**src/rtl/loader_ram_bridge_if.sv**
```systemverilog
// Loader-to-RAM bridge bus: loader write stream, execute request, CPU arbitration
// input, and the RAM write port plus status outputs.
interface loader_ram_bridge_if #(
  parameter int ADDR = 16,
  parameter int DATA = 8
);
  logic            ld_download;
  logic            ld_wr;
  logic [ADDR-1:0] ld_addr;
  logic [DATA-1:0] ld_data;
  logic            exec_en;
  logic [ADDR-1:0] exec_addr;
  logic            cpu_cycle;
  logic            almost_full;
  logic            ram_we;
  logic [ADDR-1:0] ram_addr;
  logic [DATA-1:0] ram_din;
  logic            cpu_hold;
  logic            busy;
  logic            overflow;
  logic [7:0]      checksum;

  // Loader / system side: drives requests, observes the bridge.
  modport master (
    output ld_download, ld_wr, ld_addr, ld_data, exec_en, exec_addr, cpu_cycle,
    input  almost_full, ram_we, ram_addr, ram_din, cpu_hold, busy, overflow, checksum
  );

  // Bridge side.
  modport slave (
    input  ld_download, ld_wr, ld_addr, ld_data, exec_en, exec_addr, cpu_cycle,
    output almost_full, ram_we, ram_addr, ram_din, cpu_hold, busy, overflow, checksum
  );
endinterface

```
**src/rtl/loader_ram_bridge.sv**
```systemverilog
// Loader-to-RAM bridge: buffers loader byte writes in a small FIFO, drains them
// into RAM in cycles the CPU leaves the port free, then patches the program entry
// vector (ENTRY_LSB / ENTRY_LSB+1) once the FIFO is empty.
// Optional macro LOADER_CHECKSUM_EN adds a modulo-256 sum of FIFO-sourced RAM
// writes on bus.checksum; without it the output is tied to zero.
module loader_ram_bridge #(
  parameter int              ADDR       = 16,
  parameter int              DATA       = 8,
  parameter int              DEPTH_LOG2 = 3,
  parameter logic [ADDR-1:0] ENTRY_LSB  = 16'h40DF
) (
  input  logic                 clock,
  input  logic                 reset,
  loader_ram_bridge_if.slave   bus
);
  localparam int                  DEPTH   = 1 << DEPTH_LOG2;
  localparam logic [DEPTH_LOG2:0] DEPTH_C = (DEPTH_LOG2+1)'(DEPTH);
  localparam logic [DEPTH_LOG2:0] AF_THR  = (DEPTH_LOG2+1)'(DEPTH-2);

  typedef enum logic [1:0] {IDLE, DRAIN, ENTRY_LO, ENTRY_HI} state_t;

  state_t                state_q, state_d;
  logic [ADDR-1:0]       entry_q, entry_d;
  logic [ADDR-1:0]       mem_addr_q [DEPTH];
  logic [DATA-1:0]       mem_data_q [DEPTH];
  logic [DEPTH_LOG2-1:0] wr_ptr_q, rd_ptr_q;
  logic [DEPTH_LOG2:0]   count_q, count_d;
  logic                  push, pop, drop;
  logic                  ent_we;
  logic [ADDR-1:0]       ent_addr;
  logic [DATA-1:0]       ent_data;
  logic                  ram_we_q;
  logic [ADDR-1:0]       ram_addr_q;
  logic [DATA-1:0]       ram_din_q;
  logic                  almost_full_q, cpu_hold_q, overflow_q, overflow_d;
  logic                  dl_q, dl_rise;
  logic                  busy;

  assign dl_rise = bus.ld_download & ~dl_q;
  assign busy    = (count_q != '0) || (state_q != IDLE);

  // FIFO push/pop decisions and next occupancy; a fresh push into an empty FIFO
  // is only visible to the pop logic a cycle later because pop looks at count_q.
  always_comb begin
    push    = bus.ld_wr && (count_q != DEPTH_C);
    drop    = bus.ld_wr && (count_q == DEPTH_C);
    pop     = (count_q != '0) && !bus.cpu_cycle && (state_q == IDLE || state_q == DRAIN);
    count_d = count_q;
    case ({push, pop})
      2'b10:   count_d = count_q + 1'b1;
      2'b01:   count_d = count_q - 1'b1;
      default: count_d = count_q;
    endcase
    overflow_d = dl_rise ? drop : (overflow_q | drop);
  end

  // Sequencer: an execute request always wins and restarts the drain so the most
  // recent entry address is the one patched into the vector.
  always_comb begin
    state_d  = state_q;
    entry_d  = entry_q;
    ent_we   = 1'b0;
    ent_addr = ENTRY_LSB;
    ent_data = entry_q[DATA-1:0];
    if (bus.exec_en) begin
      entry_d = bus.exec_addr;
      state_d = DRAIN;
    end else begin
      case (state_q)
        IDLE:     state_d = IDLE;
        DRAIN:    if (count_q == '0 && !push) state_d = ENTRY_LO;
        ENTRY_LO: if (!bus.cpu_cycle) begin
          ent_we  = 1'b1;
          state_d = ENTRY_HI;
        end
        ENTRY_HI: if (!bus.cpu_cycle) begin
          ent_we   = 1'b1;
          ent_addr = ENTRY_LSB + ADDR'(1);
          ent_data = entry_q[DATA +: DATA];
          state_d  = IDLE;
        end
        default:  state_d = IDLE;
      endcase
    end
  end

  // FIFO storage; contents need no reset since occupancy is tracked by count_q.
  always_ff @(posedge clock) begin
    if (push) begin
      mem_addr_q[wr_ptr_q] <= bus.ld_addr;
      mem_data_q[wr_ptr_q] <= bus.ld_data;
    end
  end

  // Control state, pointers, RAM write port and registered status outputs.
  always_ff @(posedge clock or posedge reset) begin
    if (reset) begin
      state_q       <= IDLE;
      entry_q       <= '0;
      wr_ptr_q      <= '0;
      rd_ptr_q      <= '0;
      count_q       <= '0;
      ram_we_q      <= 1'b0;
      ram_addr_q    <= '0;
      ram_din_q     <= '0;
      almost_full_q <= 1'b0;
      cpu_hold_q    <= 1'b0;
      overflow_q    <= 1'b0;
      dl_q          <= 1'b0;
    end else begin
      state_q       <= state_d;
      entry_q       <= entry_d;
      count_q       <= count_d;
      if (push) wr_ptr_q <= wr_ptr_q + 1'b1;
      if (pop)  rd_ptr_q <= rd_ptr_q + 1'b1;
      ram_we_q      <= pop | ent_we;
      if (pop) begin
        ram_addr_q <= mem_addr_q[rd_ptr_q];
        ram_din_q  <= mem_data_q[rd_ptr_q];
      end else if (ent_we) begin
        ram_addr_q <= ent_addr;
        ram_din_q  <= ent_data;
      end
      almost_full_q <= (count_d >= AF_THR);
      cpu_hold_q    <= bus.ld_download | busy;
      overflow_q    <= overflow_d;
      dl_q          <= bus.ld_download;
    end
  end

  assign bus.ram_we      = ram_we_q;
  assign bus.ram_addr    = ram_addr_q;
  assign bus.ram_din     = ram_din_q;
  assign bus.almost_full = almost_full_q;
  assign bus.cpu_hold    = cpu_hold_q;
  assign bus.overflow    = overflow_q;
  assign bus.busy        = busy;

`ifdef LOADER_CHECKSUM_EN
  logic       fifo_src_q;
  logic [7:0] checksum_q;

  // Running sum over FIFO-sourced writes only; entry-vector writes are skipped.
  always_ff @(posedge clock or posedge reset) begin
    if (reset) begin
      fifo_src_q <= 1'b0;
      checksum_q <= '0;
    end else begin
      fifo_src_q <= pop;
      if (dl_rise)                      checksum_q <= '0;
      else if (ram_we_q && fifo_src_q)  checksum_q <= checksum_q + ram_din_q[7:0];
    end
  end

  assign bus.checksum = checksum_q;
`else
  assign bus.checksum = '0;
`endif
endmodule

```
**src/flat_wrapper.sv**
```systemverilog
// flat-port wrapper written by rule: the top's interface ports become plain ports
module loader_ram_bridge_flat 
#(
  parameter int              ADDR       = 16,
  parameter int              DATA       = 8,
  parameter int              DEPTH_LOG2 = 3,
  parameter logic [ADDR-1:0] ENTRY_LSB  = 16'h40DF
)
  (clock, reset, bus_ld_download, bus_ld_wr, bus_ld_addr, bus_ld_data, bus_exec_en, bus_exec_addr, bus_cpu_cycle, bus_almost_full, bus_ram_we, bus_ram_addr, bus_ram_din, bus_cpu_hold, bus_busy, bus_overflow, bus_checksum);
  loader_ram_bridge_if #(.ADDR(ADDR), .DATA(DATA)) bus_i ();
  input  logic clock;
  input  logic reset;
  input wire logic [$bits(bus_i.ld_download)-1:0] bus_ld_download;
  input wire logic [$bits(bus_i.ld_wr)-1:0] bus_ld_wr;
  input wire logic [$bits(bus_i.ld_addr)-1:0] bus_ld_addr;
  input wire logic [$bits(bus_i.ld_data)-1:0] bus_ld_data;
  input wire logic [$bits(bus_i.exec_en)-1:0] bus_exec_en;
  input wire logic [$bits(bus_i.exec_addr)-1:0] bus_exec_addr;
  input wire logic [$bits(bus_i.cpu_cycle)-1:0] bus_cpu_cycle;
  output wire logic [$bits(bus_i.almost_full)-1:0] bus_almost_full;
  output wire logic [$bits(bus_i.ram_we)-1:0] bus_ram_we;
  output wire logic [$bits(bus_i.ram_addr)-1:0] bus_ram_addr;
  output wire logic [$bits(bus_i.ram_din)-1:0] bus_ram_din;
  output wire logic [$bits(bus_i.cpu_hold)-1:0] bus_cpu_hold;
  output wire logic [$bits(bus_i.busy)-1:0] bus_busy;
  output wire logic [$bits(bus_i.overflow)-1:0] bus_overflow;
  output wire logic [$bits(bus_i.checksum)-1:0] bus_checksum;
  assign bus_i.ld_download = bus_ld_download;
  assign bus_i.ld_wr = bus_ld_wr;
  assign bus_i.ld_addr = bus_ld_addr;
  assign bus_i.ld_data = bus_ld_data;
  assign bus_i.exec_en = bus_exec_en;
  assign bus_i.exec_addr = bus_exec_addr;
  assign bus_i.cpu_cycle = bus_cpu_cycle;
  assign bus_almost_full = bus_i.almost_full;
  assign bus_ram_we = bus_i.ram_we;
  assign bus_ram_addr = bus_i.ram_addr;
  assign bus_ram_din = bus_i.ram_din;
  assign bus_cpu_hold = bus_i.cpu_hold;
  assign bus_busy = bus_i.busy;
  assign bus_overflow = bus_i.overflow;
  assign bus_checksum = bus_i.checksum;
  loader_ram_bridge #(.ADDR(ADDR), .DATA(DATA), .DEPTH_LOG2(DEPTH_LOG2), .ENTRY_LSB(ENTRY_LSB)) u_core (.clock(clock), .reset(reset), .bus(bus_i));
endmodule
```
**config.mk**
```make
export PLATFORM = sky130hd
export DESIGN_NAME = loader_ram_bridge_flat
export DESIGN_NICKNAME = d
export VERILOG_FILES = /design/src/rtl/loader_ram_bridge_if.sv /design/src/rtl/loader_ram_bridge.sv /design/src/flat_wrapper.sv
export SDC_FILE = /design/constraint.sdc
export NUM_CORES = 1
export LEC_CHECK = 0
export ABC_AREA = 0
export BUFFER_PORTS_ARGS = -buffer_cell sky130_fd_sc_hd__buf_2
export CAP_MARGIN = 10
export CORE_ASPECT_RATIO = 1.1
export CORE_MARGIN = 5
export CORE_UTILIZATION = 59
export DETAILED_ROUTE_END_ITERATION = 16
export GPL_TIMING_DRIVEN = 0
export PLACE_DENSITY = 0.79
export SYNTH_ARGS = -nofsm -noshare
export SYNTH_HDL_FRONTEND = slang
export SYNTH_SLANG_ARGS = --single-unit
```
**constraint.sdc**
```tcl
create_clock -name clock -period 4.25 [get_ports clock]
set_input_delay 0.425 -clock clock [delete_from_list [all_inputs] [get_ports clock]]
set_output_delay 0.425 -clock clock [all_outputs]
set_load 0.05 [all_outputs]
```
Word-level counts from Yosys, hierarchy flattened
Memories as Yosys holds them, arrays and structs flattened.
Index checks and enable logic that the tools add are counted.
{"block": "totals", "mem_bits_rw": 192, "out_inout_bits": 37, "mem_count": 2, "register_bits": 57, "wordCells": 72}
{"memory": "u_core.mem_addr_q", "words": 8, "width": 16, "rd": 1, "rd_ports_with_merged_regs": 0, "wr": 1, "line": "loader_ram_bridge.sv:24", "rtl": "logic [ADDR-1:0] mem_addr_q [DEPTH];"}
{"memory": "u_core.mem_data_q", "words": 8, "width": 8, "rd": 1, "rd_ports_with_merged_regs": 0, "wr": 1, "line": "loader_ram_bridge.sv:25", "rtl": "logic [DATA-1:0] mem_data_q [DEPTH];"}
{"block": "classes", "mux": 22, "n_eq_ne": 10, "n_lt_le_gt_ge": 1, "bitwise_logic": 5, "reduce_logical": 16, "add_sub_neg": 4}
{"cell": "16-bit 2-to-1 mux", "n": 4}
{"cell": "8-bit 2-to-1 mux", "n": 5}
{"cell": "3-bit inequality test, second input constant", "n": 3}
{"cell": "2-bit 2-to-1 mux", "n": 4}
{"cell": "2-bit case mux with 4 select lines", "n": 1}
{"cell": "4-bit case mux with 2 select lines", "n": 1}
{"cell": "3-bit by 1-bit adder with 3-bit output, second input constant", "n": 2}
{"cell": "2-bit == test, second input constant", "n": 3}
{"cell": "1-bit 2-to-1 mux", "n": 6}
{"cell": "6-bit 2-to-1 mux", "n": 1}
{"cell": "1-bit logical AND", "n": 5}
{"cell": "4-bit by 1-bit adder with 4-bit output, second input constant", "n": 1}
{"cell": "2-bit by 1-bit == test with 1-bit output, second input constant", "n": 2}
{"cell": "4-bit == test, second input constant", "n": 1}
{"cell": "4-bit by 3-bit >= comparator with 1-bit output, second input constant", "n": 1}
{"cell": "4-bit logical NOT", "n": 1}
{"cell": "4-bit inequality test, second input constant", "n": 1}
{"cell": "2-bit nonzero test", "n": 2}
{"cell": "4-bit nonzero test", "n": 1}
{"cell": "4-bit by 1-bit subtractor with 4-bit output, second input constant", "n": 1}
{"cell": "1-bit OR", "n": 3}
{"cell": "3-bit AND reduction", "n": 1}
{"cell": "1-bit logical NOT", "n": 2}
{"cell": "2-bit logical NOT", "n": 1}
{"cell": "other kinds (4)", "n": 5}

Depth between registers and ports, before layout
Gate-level depths: netlist of run 1.
{"block": "logic_depth", "ltp_word": 7, "mapped_depth": 14, "mapped_depth_nobuf": 12}

Least setup slack after synthesis of run 1
Ideal clock, no wire load.
{"block": "synth_path", "path_kind": "reg-to-reg", "start": "register u_core.count_q[0]", "end": "memory u_core.mem_addr_q[0][0], enable pin", "path_stages_with_launch": 5, "path_buffers": 0, "arrival_ps": 2759, "path_slack_ps": 1056, "required_ps": 3815, "path_cell_list": "dfrtp_1 -> nor3_1 -> a21boi_0 -> nand2b_1 -> nor3_1"}
{"block": "synth_via", "elab_chain_cells": 4}
{"item": "from (decl)", "line": "loader_ram_bridge.sv:27", "rtl": "logic [DEPTH_LOG2:0] count_q, count_d;"}
{"item": "from (signal assigned)", "line": "loader_ram_bridge.sv:113", "rtl": "count_q <= count_d;"}
{"item": "4-bit inequality test", "line": "loader_ram_bridge.sv:45", "rtl": "push = bus.ld_wr && (count_q != DEPTH_C);"}
{"item": "1-bit logical AND", "line": "loader_ram_bridge.sv:45"}
{"item": "1-bit 2-to-1 mux", "line": "loader_ram_bridge.sv:89", "rtl": "if (push) begin"}
{"item": "1-bit 2-to-1 mux (not written as such)", "line": "loader_ram_bridge.sv:90", "rtl": "mem_addr_q[wr_ptr_q] <= bus.ld_addr;"}
{"item": "to (decl)", "line": "loader_ram_bridge.sv:24"}
Every way passes these cells.

Final worst setup path of run 1
{"block": "layout_path", "start": "register u_core.state_q[1]", "end": "register u_core.almost_full_q, in the netlist u_core.bus.almost_full"}
{"block": "layout_via", "elab_chain_cells": 6}
{"item": "from (decl)", "line": "loader_ram_bridge.sv:22", "rtl": "state_t state_q, state_d;"}
{"item": "from (signal assigned)", "line": "loader_ram_bridge.sv:111", "rtl": "state_q <= state_d;"}
{"item": "2-bit by 1-bit == test with 1-bit output / 2-bit logical NOT (equally long branches)", "line": "loader_ram_bridge.sv:47", "rtl": "pop = (count_q != '0) && !bus.cpu_cycle && (state_q == IDLE || state_q == DRAIN);"}
{"item": "1-bit logical OR (*)", "line": "loader_ram_bridge.sv:47"}
{"item": "1-bit logical AND (*)", "line": "loader_ram_bridge.sv:47"}
{"item": "2-bit by 1-bit == test with 1-bit output / 2-bit == test (equally long branches)", "line": "loader_ram_bridge.sv:49", "rtl": "case ({push, pop})"}
{"item": "4-bit case mux with 2 select lines (*)", "line": "loader_ram_bridge.sv:49"}
{"item": "via u_core.count_d[1]", "line": "loader_ram_bridge.sv:27"}
{"item": "4-bit by 3-bit >= comparator with 1-bit output (*)", "line": "loader_ram_bridge.sv:124", "rtl": "almost_full_q <= (count_d >= AF_THR);"}
{"item": "to (signal assigned)", "line": "loader_ram_bridge.sv:124"}
{"item": "to (decl)", "line": "loader_ram_bridge.sv:35", "rtl": "logic almost_full_q, cpu_hold_q, overflow_q, overflow_d;"}
Mark *: on every way through the listed nets, which the timed path passes. The rest lies on a longest branch.
A chain may end at the register's enable or synchronous reset.

==> results of run 1 <==
## repair_timing
action | CTS | global route
endpoints found under the hold margin | 18 | 0
setup buffers | 0 | 0
hold buffers | 1 | 0
## cell families (layout without fill, tap and decap cells)
logic type,count (synthesis),after routing,synth area share
adder cells (fa/ha/maj),9,9,0.0114
buffers and inverters,41,167,0.0241
other,1,8,0.000380
AND/OR/NAND/NOR,68,68,0.0348
multiplexers,96,96,0.160
AO/OA/AOI/OAI,51,51,0.0343
XOR/XNOR,7,7,0.00621
flip-flops,249,249,0.728
## Yosys cell counts (2+ instances only)
| library cell | n | area share |
|---|---|---|
| nor2_1 | 16 | 0.0061 |
| a211o_1 | 8 | 0.0071 |
| inv_1 | 5 | 0.0019 |
| or3_1 | 2 | 0.0013 |
| a21oi_1 | 5 | 0.0025 |
| o21ai_0 | 23 | 0.012 |
| o211ai_1 | 5 | 0.0038 |
| clkbuf_1 | 3 | 0.0011 |
| buf_4 | 12 | 0.0091 |
| nand2b_1 | 5 | 0.0032 |
| nand3_1 | 9 | 0.0046 |
| nor2b_1 | 2 | 0.0013 |
| mux2i_1 | 31 | 0.031 |
| mux4_2 | 48 | 0.11 |
| buf_1 | 6 | 0.0023 |
| edfxtp_1 | 192 | 0.58 |
| dfrtp_1 | 57 | 0.14 |
| xnor2_1 | 6 | 0.0053 |
| a21o_1 | 2 | 0.0015 |
| nor3_1 | 6 | 0.0030 |
| mux2_2 | 17 | 0.019 |
| ha_1 | 9 | 0.011 |
| buf_2 | 10 | 0.0051 |
| nand2_1 | 20 | 0.0076 |
| buf_6 | 3 | 0.0034 |
## report_power, final
group | switching (W) | internal, W
clock | 0.000840 | 0.00120
combinational | 0.00174 | 0.00109
sequential | 0.000210 | 0.00311
## registers in the layout, indices dropped and copies added (netlist names)
name	count
u_core.state_q	2
u_core.dl_q	1
u_core.count_q	4
u_core.mem_addr_q	128
u_core.entry_q	16
u_core.mem_data_q	64
u_core.rd_ptr_q	3
u_core.bus.ram_din	8
u_core.bus.ram_addr	16
u_core.bus.overflow	1
u_core.bus.cpu_hold	1
u_core.bus.almost_full	1
u_core.wr_ptr_q	3
u_core.bus.ram_we	1
## through the flow
stage	setup TNS, ns	instances	cell area, µm²	hold slack [ns]
2_1_floorplan	0	529	9900	0.456
3_3_place_gp	-32.36	807	10500	0.472
3_5_place_dp	0	814	10700	0.471
4_1_cts	0	859	11400	0.0226
5_1_grt	0	859	11400	0.0357
6_report	0	859	11400	0.0420
## routing by layer
metal / vias to the layer above / share of wire
li1: 2281 / -
met1: 2649 / 0.38
met2: 190 / 0.52
met3: 47 / 0.065
met4: 2 / 0.027
met5: - / 0.00064
## critical path: stages (launching register included)
cell	delay (ns)
dfrtp_1	0.41
inv_1	0.12
ha_1	0.22
nor2_1	0.06
or3_1	0.33
buf_4	0.21
inv_4	0.12
buf_6	0.17
ha_1	0.26
xor2_1	0.18
ha_1	0.25
mux2_2	0.29
nand2_1	0.08
a21o_1	0.08
o2111ai_1	0.13
## area by class of cell
class / instances / area [µm²] / share of cell area
clock buffers: 38 / 744 / 0.0650
clock inverters: 6 / 27.5 / 0.00240
multi-input cells: 239 / 2520 / 0.221
plain buffers: 35 / 213 / 0.0186
repair buffers: 82 / 468 / 0.0409
flip-flops and latches: 249 / 7190 / 0.628
inverters: 6 / 25.0 / 0.00219
well taps: 204 / 255 / 0.0223
## path summary, 6_finish.rpt
check / to / from / depth (start not counted) / slack, ns
worst max-delay path: u_core.bus.almost_full / u_core.state_q[1] / 14 / 1.19
max in group asynchronous: u_core.bus.ram_addr[14] / reset / 4 / 3.15
worst min register to register: u_core.bus.overflow / u_core.bus.overflow / 1 / 0.49
min in group asynchronous: u_core.bus.almost_full / reset / 3 / 0.51
worst min-delay path: u_core.dl_q / bus_ld_download / 1 / 0.04
worst max register to register: u_core.bus.almost_full / u_core.state_q[1] / 14 / 1.19
==> flow_summary.html, run 1 <==
<table>
<tr><th>Metric</th><th>Value</th></tr>
<tr><th colspan="2">Worst setup path</th></tr>
<tr><td>Critical path class</td><td>register to register</td></tr>
<tr><td>Endpoint class of the critical path</td><td>register</td></tr>
<tr><td>Crit path launch type</td><td>register</td></tr>
<tr><td>Crit path DAT</td><td>roughly 3.4 ns</td></tr>
<tr><td>Required @ worst endpoint</td><td>4.62 ns</td></tr>
<tr><td>Maximum net fanout on the critical path</td><td>11</td></tr>
<tr><th colspan="2">Status</th></tr>
<tr><td>Result of the run</td><td>finished, final reports clean</td></tr>
<tr><th colspan="2">Floorplan</th></tr>
<tr><td>IO Pins</td><td>83</td></tr>
<tr><td>Die Span X</td><td>133 µm</td></tr>
<tr><td>Total number of placement rows</td><td>49</td></tr>
<tr><td>Core footprint</td><td>0.0164 mm²</td></tr>
<tr><td>Die Footprint</td><td>just under 0.02 mm²</td></tr>
<tr><td>Initial Utilization</td><td>0.601</td></tr>
<tr><td>Die H</td><td>~150 µm</td></tr>
<tr><th colspan="2">Synth</th></tr>
<tr><td>Share of synthesized registers carrying an async set or reset</td><td>0.229</td></tr>
<tr><td>Per-instance average area after synthesis</td><td>18.9 µm²</td></tr>
<tr><td>Post-synthesis instance area</td><td>0.00987 mm²</td></tr>
<tr><td>Post-synthesis instance total</td><td>roughly 520</td></tr>
<tr><td>Top_reg_cell synth</td><td>edfxtp_1</td></tr>
<tr><td>Part of the Yosys area used for sequential elements</td><td>0.728</td></tr>
<tr><td>Yosys warnings</td><td>0</td></tr>
<tr><td>EDFF count, synth</td><td>roughly 190</td></tr>
<tr><td>Number of storage elements in the synthesis netlist</td><td>249</td></tr>
<tr><td>Distinct cell type count after synthesis</td><td>45</td></tr>
<tr><th colspan="2">Place</th></tr>
<tr><td>Detailed Place HPWL</td><td>approximately 13000 µm</td></tr>
<tr><td>Setup slack at placement</td><td>1.22 ns</td></tr>
<tr><td>PortBufs</td><td>74</td></tr>
<tr><td>Final RePlAce weighted congestion</td><td>0.769</td></tr>
<tr><th colspan="2">Cells and area</th></tr>
<tr><td>Filler cells</td><td>1020</td></tr>
<tr><td>Most common library cell in the layout ignoring fill and taps</td><td>edfxtp_1</td></tr>
<tr><td>Number of diodes added for antenna fixing</td><td>0</td></tr>
<tr><td># nets final</td><td>a little under 700</td></tr>
<tr><td>Post-Route Utilization</td><td>0.697</td></tr>
<tr><td>Top library cells by usage in the layout, fill and taps aside</td><td>edfxtp_1 (192), buf_2 (84), dfrtp_1 (57)</td></tr>
<tr><td>Area Growth Syn to Fin</td><td>16.0%</td></tr>
<tr><td>Share of cells above drive strength 1</td><td>0.342</td></tr>
<tr><th colspan="2">Worst hold path</th></tr>
<tr><td>Class of the most critical hold timing path</td><td>input port to register</td></tr>
<tr><th colspan="2">Timing</th></tr>
<tr><td>RSZ-0062 raised after global routing</td><td>no</td></tr>
<tr><td>Number of endpoints failing setup at the final stage</td><td>0</td></tr>
<tr><td>Number of endpoints with negative hold slack in the final report</td><td>0</td></tr>
<tr><td>Worst-margin pin slew</td><td>0.993 ns</td></tr>
<tr><td>Clock Skews</td><td>0.00738 ns</td></tr>
<tr><td>Smallest setup slack after layout</td><td>1.19 ns</td></tr>
<tr><td>Max Transition Viols Final</td><td>0</td></tr>
<tr><td>Fin crit share</td><td>0.719</td></tr>
<tr><td>Max Fclk</td><td>0.327 GHz</td></tr>
<tr><td>Clock period minus worst slack</td><td>3.06 ns</td></tr>
<tr><td>Relative slew slack</td><td>0.336</td></tr>
<tr><th colspan="2">Global route</th></tr>
<tr><td>GR peak layer</td><td>met2</td></tr>
<tr><td>Global Route Usage Sum</td><td>0.215</td></tr>
<tr><td>Via count of the first global-routing pass</td><td>5523</td></tr>
<tr><td>Met3 Use GR</td><td>0.0415</td></tr>
<tr><td>Met1 track demand over resource in global routing</td><td>0.275</td></tr>
<tr><td>Initial antenna violation count</td><td>1</td></tr>
<tr><td>Global routing usage on met2</td><td>0.371</td></tr>
<tr><td>Pin count of the biggest net entering global routing</td><td>40</td></tr>
<tr><td>Grt total ovfl</td><td>0</td></tr>
<tr><td>Global-route wire length before repair</td><td>31900 µm</td></tr>
<tr><th colspan="2">Route</th></tr>
<tr><td>Via total after detailed routing</td><td>5169</td></tr>
<tr><td>Drt first-iter violations</td><td>between 400 and 500</td></tr>
<tr><td>Detailed-router iteration count before antenna repair</td><td>5</td></tr>
<tr><td>Per-cell routed wire length</td><td>23.7 µm</td></tr>
<tr><td>Vias per Instance</td><td>between 6 and 7</td></tr>
<tr><td>Detailed-route DRC error count</td><td>0</td></tr>
<tr><td>Post-Route WL</td><td>20400 µm</td></tr>
<tr><td>Antenna violation net count after detailed routing</td><td>0</td></tr>
<tr><th colspan="2">Clocking</th></tr>
<tr><td>Worst-Skew Late Latency</td><td>0.51 ns</td></tr>
<tr><td>Worst-path clk slew</td><td>0.06 ns</td></tr>
<tr><td>Total of cells resized after clock tree synthesis</td><td>0</td></tr>
<tr><td>Clock root buffer master</td><td>clkbuf_16</td></tr>
<tr><td>Number of buffers inserted during clock tree synthesis</td><td>24</td></tr>
<tr><td>CTS tree</td><td>done</td></tr>
<tr><td>CTS H-tree lvls</td><td>1</td></tr>
<tr><td>Clk sink count</td><td>249</td></tr>
<tr><td>Maximum root-to-sink buffer count</td><td>3</td></tr>
<tr><th colspan="2">Power</th></tr>
<tr><td>Leakage Power</td><td>4.18 nW</td></tr>
<tr><td>Tot Pwr</td><td>0.00818 W</td></tr>
<tr><td>Worst vdd rail ir drop</td><td>between 0.3 and 0.4 mV</td></tr>
<tr><td>Power per cell area</td><td>between 700 and 800 mW/mm²</td></tr>
<tr><th colspan="2">Job</th></tr>
<tr><td>Max Cap Violations</td><td>0</td></tr>
</table>
Note: power is estimated with default switching activity, not from simulation.
==> run 2: changes to the inputs <==
--- a/config.mk
+++ b/config.mk
@@ -5,15 +5,15 @@
 export SDC_FILE = /design/constraint.sdc
 export NUM_CORES = 1
 export LEC_CHECK = 0
-export ABC_AREA = 0
+export ABC_AREA = 1
 export BUFFER_PORTS_ARGS = -buffer_cell sky130_fd_sc_hd__buf_2
 export CAP_MARGIN = 10
 export CORE_ASPECT_RATIO = 1.1
 export CORE_MARGIN = 5
-export CORE_UTILIZATION = 59
+export CORE_UTILIZATION = 60
 export DETAILED_ROUTE_END_ITERATION = 16
 export GPL_TIMING_DRIVEN = 0
-export PLACE_DENSITY = 0.79
+export PLACE_DENSITY = 0.8
 export SYNTH_ARGS = -nofsm -noshare
 export SYNTH_HDL_FRONTEND = slang
 export SYNTH_SLANG_ARGS = --single-unit
==> constraint.sdc (replaced) <==
create_clock -name clock -period 2.86 [get_ports clock]
set_input_delay 0.286 -clock clock [delete_from_list [all_inputs] [get_ports clock]]
set_output_delay 0.286 -clock clock [all_outputs]
set_load 0.05 [all_outputs]
==> flow_summary.html, run 2 <==
<table>
<tr><th>Metric</th><th>Value</th></tr>
<tr><th colspan="2">Power</th></tr>
<tr><td>Worst vdd rail ir drop</td><td>0.703 mV</td></tr>
<tr><td>Leakage Power</td><td>5.20 nW</td></tr>
<tr><td>Power per cell area</td><td>1080 mW/mm²</td></tr>
<tr><td>Part of the power in registers</td><td>0.367</td></tr>
<tr><td>Combinational fraction of design power</td><td>0.375</td></tr>
<tr><td>Pint</td><td>approximately 0.0080 W</td></tr>
<tr><td>Switching power total</td><td>between 0.005 and 0.006 W</td></tr>
<tr><td>Switching fraction of total power</td><td>0.402</td></tr>
<tr><td>Portion of total power attributed to the clock network</td><td>0.258</td></tr>
<tr><th colspan="2">Global route</th></tr>
<tr><td>Pin count of the biggest net entering global routing</td><td>37</td></tr>
<tr><td>Via count of the first global-routing pass</td><td>7522</td></tr>
<tr><td>Global Route Usage Sum</td><td>0.256</td></tr>
<tr><td>Global-route wire length before repair</td><td>39800 µm</td></tr>
<tr><td>Initial antenna violation count</td><td>1</td></tr>
<tr><td>Grt total ovfl</td><td>0</td></tr>
<tr><th colspan="2">Synth</th></tr>
<tr><td>Library cell with the highest instance count after synthesis</td><td>nand2_1</td></tr>
<tr><td>EDFF count, synth</td><td>192</td></tr>
<tr><td>Number of storage elements in the synthesis netlist</td><td>between 200 and 250</td></tr>
<tr><td>Yosys warnings</td><td>0</td></tr>
<tr><td>Most area-consuming cells after synthesis</td><td>edfxtp_1 (55%), dfrtp_1 (14%), nand2_1 (9.3%)</td></tr>
<tr><td>Most area-hungry cell type in the Yosys netlist</td><td>edfxtp_1</td></tr>
<tr><td>Area share of the leading cell type in the synthesized netlist</td><td>0.547</td></tr>
<tr><td>Part of the Yosys area used for sequential elements</td><td>0.682</td></tr>
<tr><td>Top post-synthesis cells by count</td><td>nand2_1 (262), edfxtp_1 (192), nand3_1 (133)</td></tr>
<tr><td>Post-synthesis instance area</td><td>about 0.011 mm²</td></tr>
<tr><td>Post-synthesis instance total</td><td>a little under 1000</td></tr>
<tr><td>Distinct cell type count after synthesis</td><td>30</td></tr>
<tr><td>Top_reg_cell synth</td><td>edfxtp_1</td></tr>
<tr><td>Per-instance average area after synthesis</td><td>10.8 µm²</td></tr>
<tr><td>Share of synthesized registers carrying an async set or reset</td><td>0.229</td></tr>
<tr><th colspan="2">Worst setup path</th></tr>
<tr><td>Depth of the most critical reg-to-reg path</td><td>17</td></tr>
<tr><td>R2R Setup Slk</td><td>0.30 ns</td></tr>
<tr><td>Start point of the critical path</td><td>u_core.state_q[1]</td></tr>
<tr><td>Crit path launch type</td><td>register</td></tr>
<tr><td>Maximum net fanout on the critical path</td><td>20</td></tr>
<tr><td>Critical Path Max Stage Delay</td><td>0.45 ns</td></tr>
<tr><td>Endpoint of the worst setup timing path</td><td>u_core.bus.almost_full</td></tr>
<tr><td>Number of buffer and inverter instances along the worst setup path</td><td>4</td></tr>
<tr><td>Endpoint class of the critical path</td><td>register</td></tr>
<tr><td>Required @ worst endpoint</td><td>3.28 ns</td></tr>
<tr><td>Crit path DAT</td><td>a little under 3 ns</td></tr>
<tr><td>Max stage delay cell, worst path</td><td>dfrtp_1</td></tr>
<tr><td>Critical path depth in cells</td><td>17</td></tr>
<tr><td>Cell family contributing the most delay on the critical path</td><td>simple AND/OR/NAND/NOR gates</td></tr>
<tr><td>CP cell instances</td><td>inv_1, ha_1, nor2_1, nor2_2, nand2_4, inv_4, ha_1, nand2_1, inv_1, nor2_1, ha_1, a21oi_1, inv_1, nand2_1, nand3_1, nand3_1, nand3_1</td></tr>
<tr><td>Reg-to-reg critical path endpoint</td><td>u_core.bus.almost_full</td></tr>
<tr><td>Reg2Reg Launch Point</td><td>u_core.state_q[1]</td></tr>
<tr><td>Critical path class</td><td>register to register</td></tr>
<tr><th colspan="2">Timing</th></tr>
<tr><td>Hold Slack</td><td>roughly 0.017 ns</td></tr>
<tr><td>Max Transition Viols Final</td><td>0</td></tr>
<tr><td>Number of endpoints failing setup at the final stage</td><td>0</td></tr>
<tr><td>Clock period minus worst slack</td><td>between 2 and 3 ns</td></tr>
<tr><td>Max Fclk</td><td>0.391 GHz</td></tr>
<tr><td>Worst-margin pin slew</td><td>0.964 ns</td></tr>
<tr><td>Relative slew slack</td><td>0.356</td></tr>
<tr><td>Fin crit share</td><td>0.894</td></tr>
<tr><td>Clock Skews</td><td>around 0.0095 ns</td></tr>
<tr><td>RSZ-0062 raised after global routing</td><td>no</td></tr>
<tr><td>Number of endpoints with negative hold slack in the final report</td><td>0</td></tr>
<tr><th colspan="2">Route</th></tr>
<tr><td>Post-Route WL</td><td>25800 µm</td></tr>
<tr><td>Detailed-router iteration count before antenna repair</td><td>5</td></tr>
<tr><td>Detailed-route DRC error count</td><td>0</td></tr>
<tr><td>Vias per Instance</td><td>roughly 5.6</td></tr>
<tr><td>Via total after detailed routing</td><td>7547</td></tr>
<tr><td>Drt first-iter violations</td><td>693</td></tr>
<tr><td>Antenna violation net count after detailed routing</td><td>0</td></tr>
<tr><td>Per-cell routed wire length</td><td>19.0 µm</td></tr>
<tr><th colspan="2">Cells and area</th></tr>
<tr><td>Area Growth Syn to Fin</td><td>17.5%</td></tr>
<tr><td>Register with the most flip-flops</td><td>u_core.mem_addr_q</td></tr>
<tr><td># nets final</td><td>1158</td></tr>
<tr><td>Most common library cell in the layout ignoring fill and taps</td><td>nand2_1</td></tr>
<tr><td>Top library cells by usage in the layout, fill and taps aside</td><td>nand2_1 (262), edfxtp_1 (192), nand3_1 (133)</td></tr>
<tr><td>Share of cells above drive strength 1</td><td>0.173</td></tr>
<tr><td>Design area</td><td>0.0124 mm²</td></tr>
<tr><td>Largest registers</td><td>u_core.mem_addr_q x128, u_core.mem_data_q x64</td></tr>
<tr><td>Max reg flops</td><td>128</td></tr>
<tr><th colspan="2">Clocking</th></tr>
<tr><td>Total of cells resized after clock tree synthesis</td><td>0</td></tr>
<tr><td>CTS H-tree lvls</td><td>1</td></tr>
<tr><td>Worst-Skew Late Latency</td><td>0.53 ns</td></tr>
<tr><td>Worst-path clk slew</td><td>0.07 ns</td></tr>
<tr><td>Maximum root-to-sink buffer count</td><td>3</td></tr>
<tr><td>CTS tree</td><td>done</td></tr>
<tr><td>Number of buffers inserted during clock tree synthesis</td><td>26</td></tr>
<tr><td>Clock root buffer master</td><td>clkbuf_16</td></tr>
<tr><td>Clk sink count</td><td>249</td></tr>
<tr><td>Setup fix buffers added after clock tree synthesis</td><td>0</td></tr>
<tr><th colspan="2">Place</th></tr>
<tr><td>Detailed Place HPWL</td><td>around 15000 µm</td></tr>
<tr><td>PortBufs</td><td>73</td></tr>
<tr><td>Area after detailed placement</td><td>0.0113 mm²</td></tr>
<tr><td>Final RePlAce weighted congestion</td><td>around 0.86</td></tr>
<tr><th colspan="2">Floorplan</th></tr>
<tr><td>Die Footprint</td><td>0.0203 mm²</td></tr>
<tr><td>Total number of placement rows</td><td>50</td></tr>
<tr><td>IO Pins</td><td>between 80 and 90</td></tr>
<tr><td>Initial Utilization</td><td>0.615</td></tr>
<tr><td>Die Span X</td><td>136 µm</td></tr>
<tr><td>Die H</td><td>149 µm</td></tr>
<tr><td>Core footprint</td><td>between 0.015 and 0.02 mm²</td></tr>
<tr><th colspan="2">Status</th></tr>
<tr><td>Result of the run</td><td>finished, final reports clean</td></tr>
<tr><th colspan="2">Worst hold path</th></tr>
<tr><td>Class of the most critical hold timing path</td><td>input port to register</td></tr>
<tr><td>Cell count of the worst hold path</td><td>1</td></tr>
<tr><th colspan="2">Job</th></tr>
<tr><td>Max Cap Violations</td><td>0</td></tr>
</table>
run 2: cell types whose count changed after synthesis, sizes merged, moves of 5 or more:
cell,delta
o21ai,+37
nand3,+126
a21oi,+18
a211o,-9
o211ai,-5
buf,+16
mux2i,-31
nor3,-6
inv,+87
nor2,+61
nand2b,-5
mux2,-17
mux4,-48
nand2,+247
run 2: timing repair:
action,CTS,global route
hold endpoints to repair,39,0
hold buffers,19,0
setup endpoints to repair,0,2
run 2: worst min path at each step:
stage                                from                 endpoint  slack (ns)
final                      bus_ld_addr[2]  u_core.mem_addr_q[0][2]        0.02
after global routing       bus_ld_addr[2]  u_core.mem_addr_q[0][2]       0.008
after CTS                     bus_exec_en        u_core.entry_q[4]       0.004
after detailed placement            reset      u_core.bus.cpu_hold        0.33
after global placement    bus_ld_download              u_core.dl_q        0.41
after floorplan           bus_ld_download              u_core.dl_q        0.32
run 2: metal layers:
layer	global-route usage	vias up	wire, µm
li1	-	3487	-
met1	0.331	3517	9640
met2	0.436	473	12600
met3	0.0439	70	2790
met4	0.0927	0	753
met5	0	-	0
run 2: logic make-up (layout without fill, tap and decap cells):
kind of cell               count (synthesis)  in the layout  share of synthesized area
AOI/OAI and AO/OA                         84             84                     0.0402
xor gates and xnor gates                   5              5                    0.00415
adders and majority gates                  9              9                     0.0107
buffers and inverters                    147            287                     0.0683
DFF                                      249            249                      0.682
other                                      1              9                   0.000356
and+or+nand+nor                          481            481                      0.194
run 2: per-stage QoR:
stage	utilization	setup WS (ns)	power (W)	TNS, ns	instances
5_1_grt	0.723	0.0645	0.0141	0	1358
6_report	0.723	0.302	0.0134	0	1358
3_3_place_gp	0.655	-0.549	0.00969	-86.79	1290
4_1_cts	0.723	0.185	0.0134	0	1358
2_1_floorplan	-	0.466	0.00837	0	983
3_5_place_dp	0.660	0.195	0.00990	0	1291
run 2: power groups by stage:
stage	Sequential [W]	Combinational, W	Clock (W)
after floorplan	0.00559	0.00278	0
after global placement	0.00498	0.00471	0
after detailed placement	0.00498	0.00492	0
after CTS	0.00492	0.00500	0.00347
after global routing	0.00498	0.00547	0.00363
final	0.00492	0.00504	0.00347
run 2: cell type report:
cell class,instances,area [µm²]
repair buffers,93,576
inverters,94,365
clock inverters,20,211
diodes,1,2.50
well taps,234,293
fillers,1121,4750
clock buffers,28,679
flip-flops and latches,249,7190
multi-input cells,587,2720
plain buffers,52,348
==> run 3: changes to the inputs <==
==> constraint.sdc (replaced) <==
create_clock -name clock -period 2.51 [get_ports clock]
set_input_delay 0.251 -clock clock [delete_from_list [all_inputs] [get_ports clock]]
set_output_delay 0.251 -clock clock [all_outputs]
set_load 0.05 [all_outputs]
==> flow_summary.html, run 3 (synthesized netlist as in run 2, its figures left out) <==
<table>
<tr><th>Metric</th><th>Value</th></tr>
<tr><th colspan="2">Status</th></tr>
<tr><td>Result of the run</td><td>finished, violations left</td></tr>
<tr><td>Violated checks</td><td>negative hold slack</td></tr>
<tr><th colspan="2">Cells and area</th></tr>
<tr><td>Register with the most flip-flops</td><td>u_core.mem_addr_q</td></tr>
<tr><td>Max reg flops</td><td>about 130</td></tr>
<tr><td>Top library cells by usage in the layout, fill and taps aside</td><td>nand2_1 (262), edfxtp_1 (192), nand3_1 (133)</td></tr>
<tr><td>Share of cells above drive strength 1</td><td>0.174</td></tr>
<tr><td>Most common library cell in the layout ignoring fill and taps</td><td>nand2_1</td></tr>
<tr><td># nets final</td><td>roughly 1200</td></tr>
<tr><td>Design area</td><td>between 0.01 and 0.015 mm²</td></tr>
<tr><td>Area Growth Syn to Fin</td><td>19.8%</td></tr>
<tr><td>Post-Route Utilization</td><td>0.737</td></tr>
<tr><td>Largest registers</td><td>u_core.mem_addr_q x128, u_core.mem_data_q x64</td></tr>
<tr><td>Number of diodes added for antenna fixing</td><td>0</td></tr>
<tr><th colspan="2">Floorplan</th></tr>
<tr><td>Die Footprint</td><td>0.0203 mm²</td></tr>
<tr><td>Core footprint</td><td>approximately 0.017 mm²</td></tr>
<tr><td>Die H</td><td>149 µm</td></tr>
<tr><td>IO Pins</td><td>83</td></tr>
<tr><td>Die Span X</td><td>136 µm</td></tr>
<tr><td>Initial Utilization</td><td>0.615</td></tr>
<tr><td>Total number of placement rows</td><td>50</td></tr>
<tr><th colspan="2">Clocking</th></tr>
<tr><td>Maximum root-to-sink buffer count</td><td>3</td></tr>
<tr><td>Number of buffers inserted during clock tree synthesis</td><td>26</td></tr>
<tr><td>Clk sink count</td><td>249</td></tr>
<tr><td>Clock root buffer master</td><td>clkbuf_16</td></tr>
<tr><td>Worst-Skew Late Latency</td><td>0.53 ns</td></tr>
<tr><td>Worst-path clk slew</td><td>around 0.06 ns</td></tr>
<tr><td>CTS tree</td><td>done</td></tr>
<tr><td>CTS H-tree lvls</td><td>1</td></tr>
<tr><th colspan="2">Place</th></tr>
<tr><td>PortBufs</td><td>73</td></tr>
<tr><td>Detailed Place HPWL</td><td>15300 µm</td></tr>
<tr><td>Final RePlAce weighted congestion</td><td>0.859</td></tr>
<tr><td>Area after detailed placement</td><td>0.0113 mm²</td></tr>
<tr><td>Setup slack at placement</td><td>-0.155 ns</td></tr>
<tr><th colspan="2">Global route</th></tr>
<tr><td>Initial antenna violation count</td><td>0</td></tr>
<tr><td>Global Route Usage Sum</td><td>0.262</td></tr>
<tr><td>Via count of the first global-routing pass</td><td>7767</td></tr>
<tr><td>Grt total ovfl</td><td>0</td></tr>
<tr><td>Global-route wire length before repair</td><td>40800 µm</td></tr>
<tr><td>Pin count of the biggest net entering global routing</td><td>37</td></tr>
<tr><th colspan="2">Route</th></tr>
<tr><td>Detailed-router iteration count before antenna repair</td><td>5</td></tr>
<tr><td>Vias per Instance</td><td>5.54</td></tr>
<tr><td>Post-Route WL</td><td>approximately 27000 µm</td></tr>
<tr><td>Antenna violation net count after detailed routing</td><td>0</td></tr>
<tr><td>Drt first-iter violations</td><td>779</td></tr>
<tr><td>Per-cell routed wire length</td><td>19.3 µm</td></tr>
<tr><td>Via total after detailed routing</td><td>7652</td></tr>
<tr><td>Detailed-route DRC error count</td><td>0</td></tr>
<tr><th colspan="2">Worst setup path</th></tr>
<tr><td>Endpoint class of the critical path</td><td>register</td></tr>
<tr><td>Critical path class</td><td>register to register</td></tr>
<tr><td>R2R Setup Slk</td><td>0.20 ns</td></tr>
<tr><td>Crit path DAT</td><td>between 2 and 3 ns</td></tr>
<tr><td>Crit path launch type</td><td>register</td></tr>
<tr><td>Required @ worst endpoint</td><td>a little under 3 ns</td></tr>
<tr><td>Maximum net fanout on the critical path</td><td>10</td></tr>
<tr><td>Depth of the most critical reg-to-reg path</td><td>17</td></tr>
<tr><th colspan="2">Power</th></tr>
<tr><td>Switching fraction of total power</td><td>0.403</td></tr>
<tr><td>Combinational fraction of design power</td><td>0.380</td></tr>
<tr><td>Leakage Power</td><td>approximately 5.3 nW</td></tr>
<tr><td>Pint</td><td>between 0.009 and 0.01 W</td></tr>
<tr><td>Tot Pwr</td><td>0.0154 W</td></tr>
<tr><td>Power per cell area</td><td>1220 mW/mm²</td></tr>
<tr><td>Switching power total</td><td>about 0.0062 W</td></tr>
<tr><td>Portion of total power attributed to the clock network</td><td>0.256</td></tr>
<tr><td>Part of the power in registers</td><td>0.364</td></tr>
<tr><td>Worst vdd rail ir drop</td><td>0.839 mV</td></tr>
<tr><th colspan="2">Timing</th></tr>
<tr><td>Clock Skews</td><td>0.0135 ns</td></tr>
<tr><td>Fin crit share</td><td>0.921</td></tr>
<tr><td>Relative slew slack</td><td>0.368</td></tr>
<tr><td>Max Transition Viols Final</td><td>0</td></tr>
<tr><td>Number of endpoints with negative hold slack in the final report</td><td>5</td></tr>
<tr><td>Hold Slack</td><td>-0.00196 ns</td></tr>
<tr><td>Max Fclk</td><td>about 0.43 GHz</td></tr>
<tr><td>Worst-margin pin slew</td><td>approximately 0.95 ns</td></tr>
<tr><td>RSZ-0062 raised after global routing</td><td>no</td></tr>
<tr><td>Number of endpoints failing setup at the final stage</td><td>0</td></tr>
<tr><td>Smallest setup slack after layout</td><td>roughly 0.2 ns</td></tr>
<tr><td>Clock period minus worst slack</td><td>2.31 ns</td></tr>
<tr><th colspan="2">Worst hold path</th></tr>
<tr><td>Cell count of the worst hold path</td><td>1</td></tr>
<tr><td>Class of the most critical hold timing path</td><td>input port to register</td></tr>
<tr><th colspan="2">Job</th></tr>
<tr><td>Max Cap Violations</td><td>0</td></tr>
</table>
[run 3: final timing paths]
kind / startpoint / to
max in group asynchronous: reset / u_core.state_q[1]
min in group asynchronous: reset / u_core.bus.cpu_hold
worst max register to register: u_core.state_q[1] / u_core.bus.almost_full
worst min-delay path: bus_ld_addr[15] / u_core.mem_addr_q[5][15]
worst min register to register: u_core.entry_q[10] / u_core.entry_q[10]
worst max-delay path: u_core.state_q[1] / u_core.bus.almost_full
[run 3: cell type report]
cell class	count	area, µm²
well taps	234	293
plain buffers	52	348
repair buffers	116	801
clock buffers	28	679
multi-input cells	587	2730
repair inverters	1	8.76
clock inverters	20	211
fillers	1101	4510
flip-flops and latches	249	7190
inverters	94	375
[run 3: worst max-delay path, stage by stage (launching register included)]
cell	delay, ns
dfrtp_2	0.45
inv_1	0.09
ha_1	0.19
nor2_1	0.07
nor2_2	0.12
nand2_4	0.11
clkinv_8	0.10
ha_2	0.21
nand2_1	0.06
inv_1	0.07
nor2_1	0.05
ha_1	0.20
a21oi_2	0.12
inv_1	0.06
nand2_1	0.06
nand3_1	0.07
nand3_1	0.08
nand3_1	0.07
[run 3: what timing repair did]
| item | CTS | global route |
|---|---|---|
| pin swaps | 0 | 1 |
| hold buffers | 40 | 0 |
| resized for setup | 2 | 4 |
| hold endpoints to repair | 169 | 0 |
| cloned | 0 | 1 |
| buffers inserted | 0 | 2 |
| setup endpoints to repair | 2 | 2 |
[run 3: power by group through the flow]
| stage | Sequential (W) | Combinational [W] | Clock, W |
|---|---|---|---|
| after CTS | 0.00560 | 0.00572 | 0.00395 |
| after global routing | 0.00568 | 0.00635 | 0.00414 |
| after floorplan | 0.00637 | 0.00316 | 0 |
| after detailed placement | 0.00567 | 0.00560 | 0 |
| final | 0.00562 | 0.00587 | 0.00395 |
| after global placement | 0.00567 | 0.00537 | 0 |
[run 3: per-layer routing]
| layer | GRT usage | routed length (µm) | up-vias |
|---|---|---|---|
| li1 | - | - | 3540 |
| met1 | 0.335 | 9980 | 3571 |
| met2 | 0.450 | 13100 | 471 |
| met3 | 0.0439 | 2690 | 70 |
| met4 | 0.0968 | 804 | 0 |
| met5 | 0 | 0 | - |
[run 3: metrics by stage]
stage | std cells | TNS (ns)
after floorplan | 983 | 0
after global placement | 1290 | -154.82
after detailed placement | 1291 | -0.298
after CTS | 1378 | 0
after global routing | 1381 | 0
final | 1381 | 0
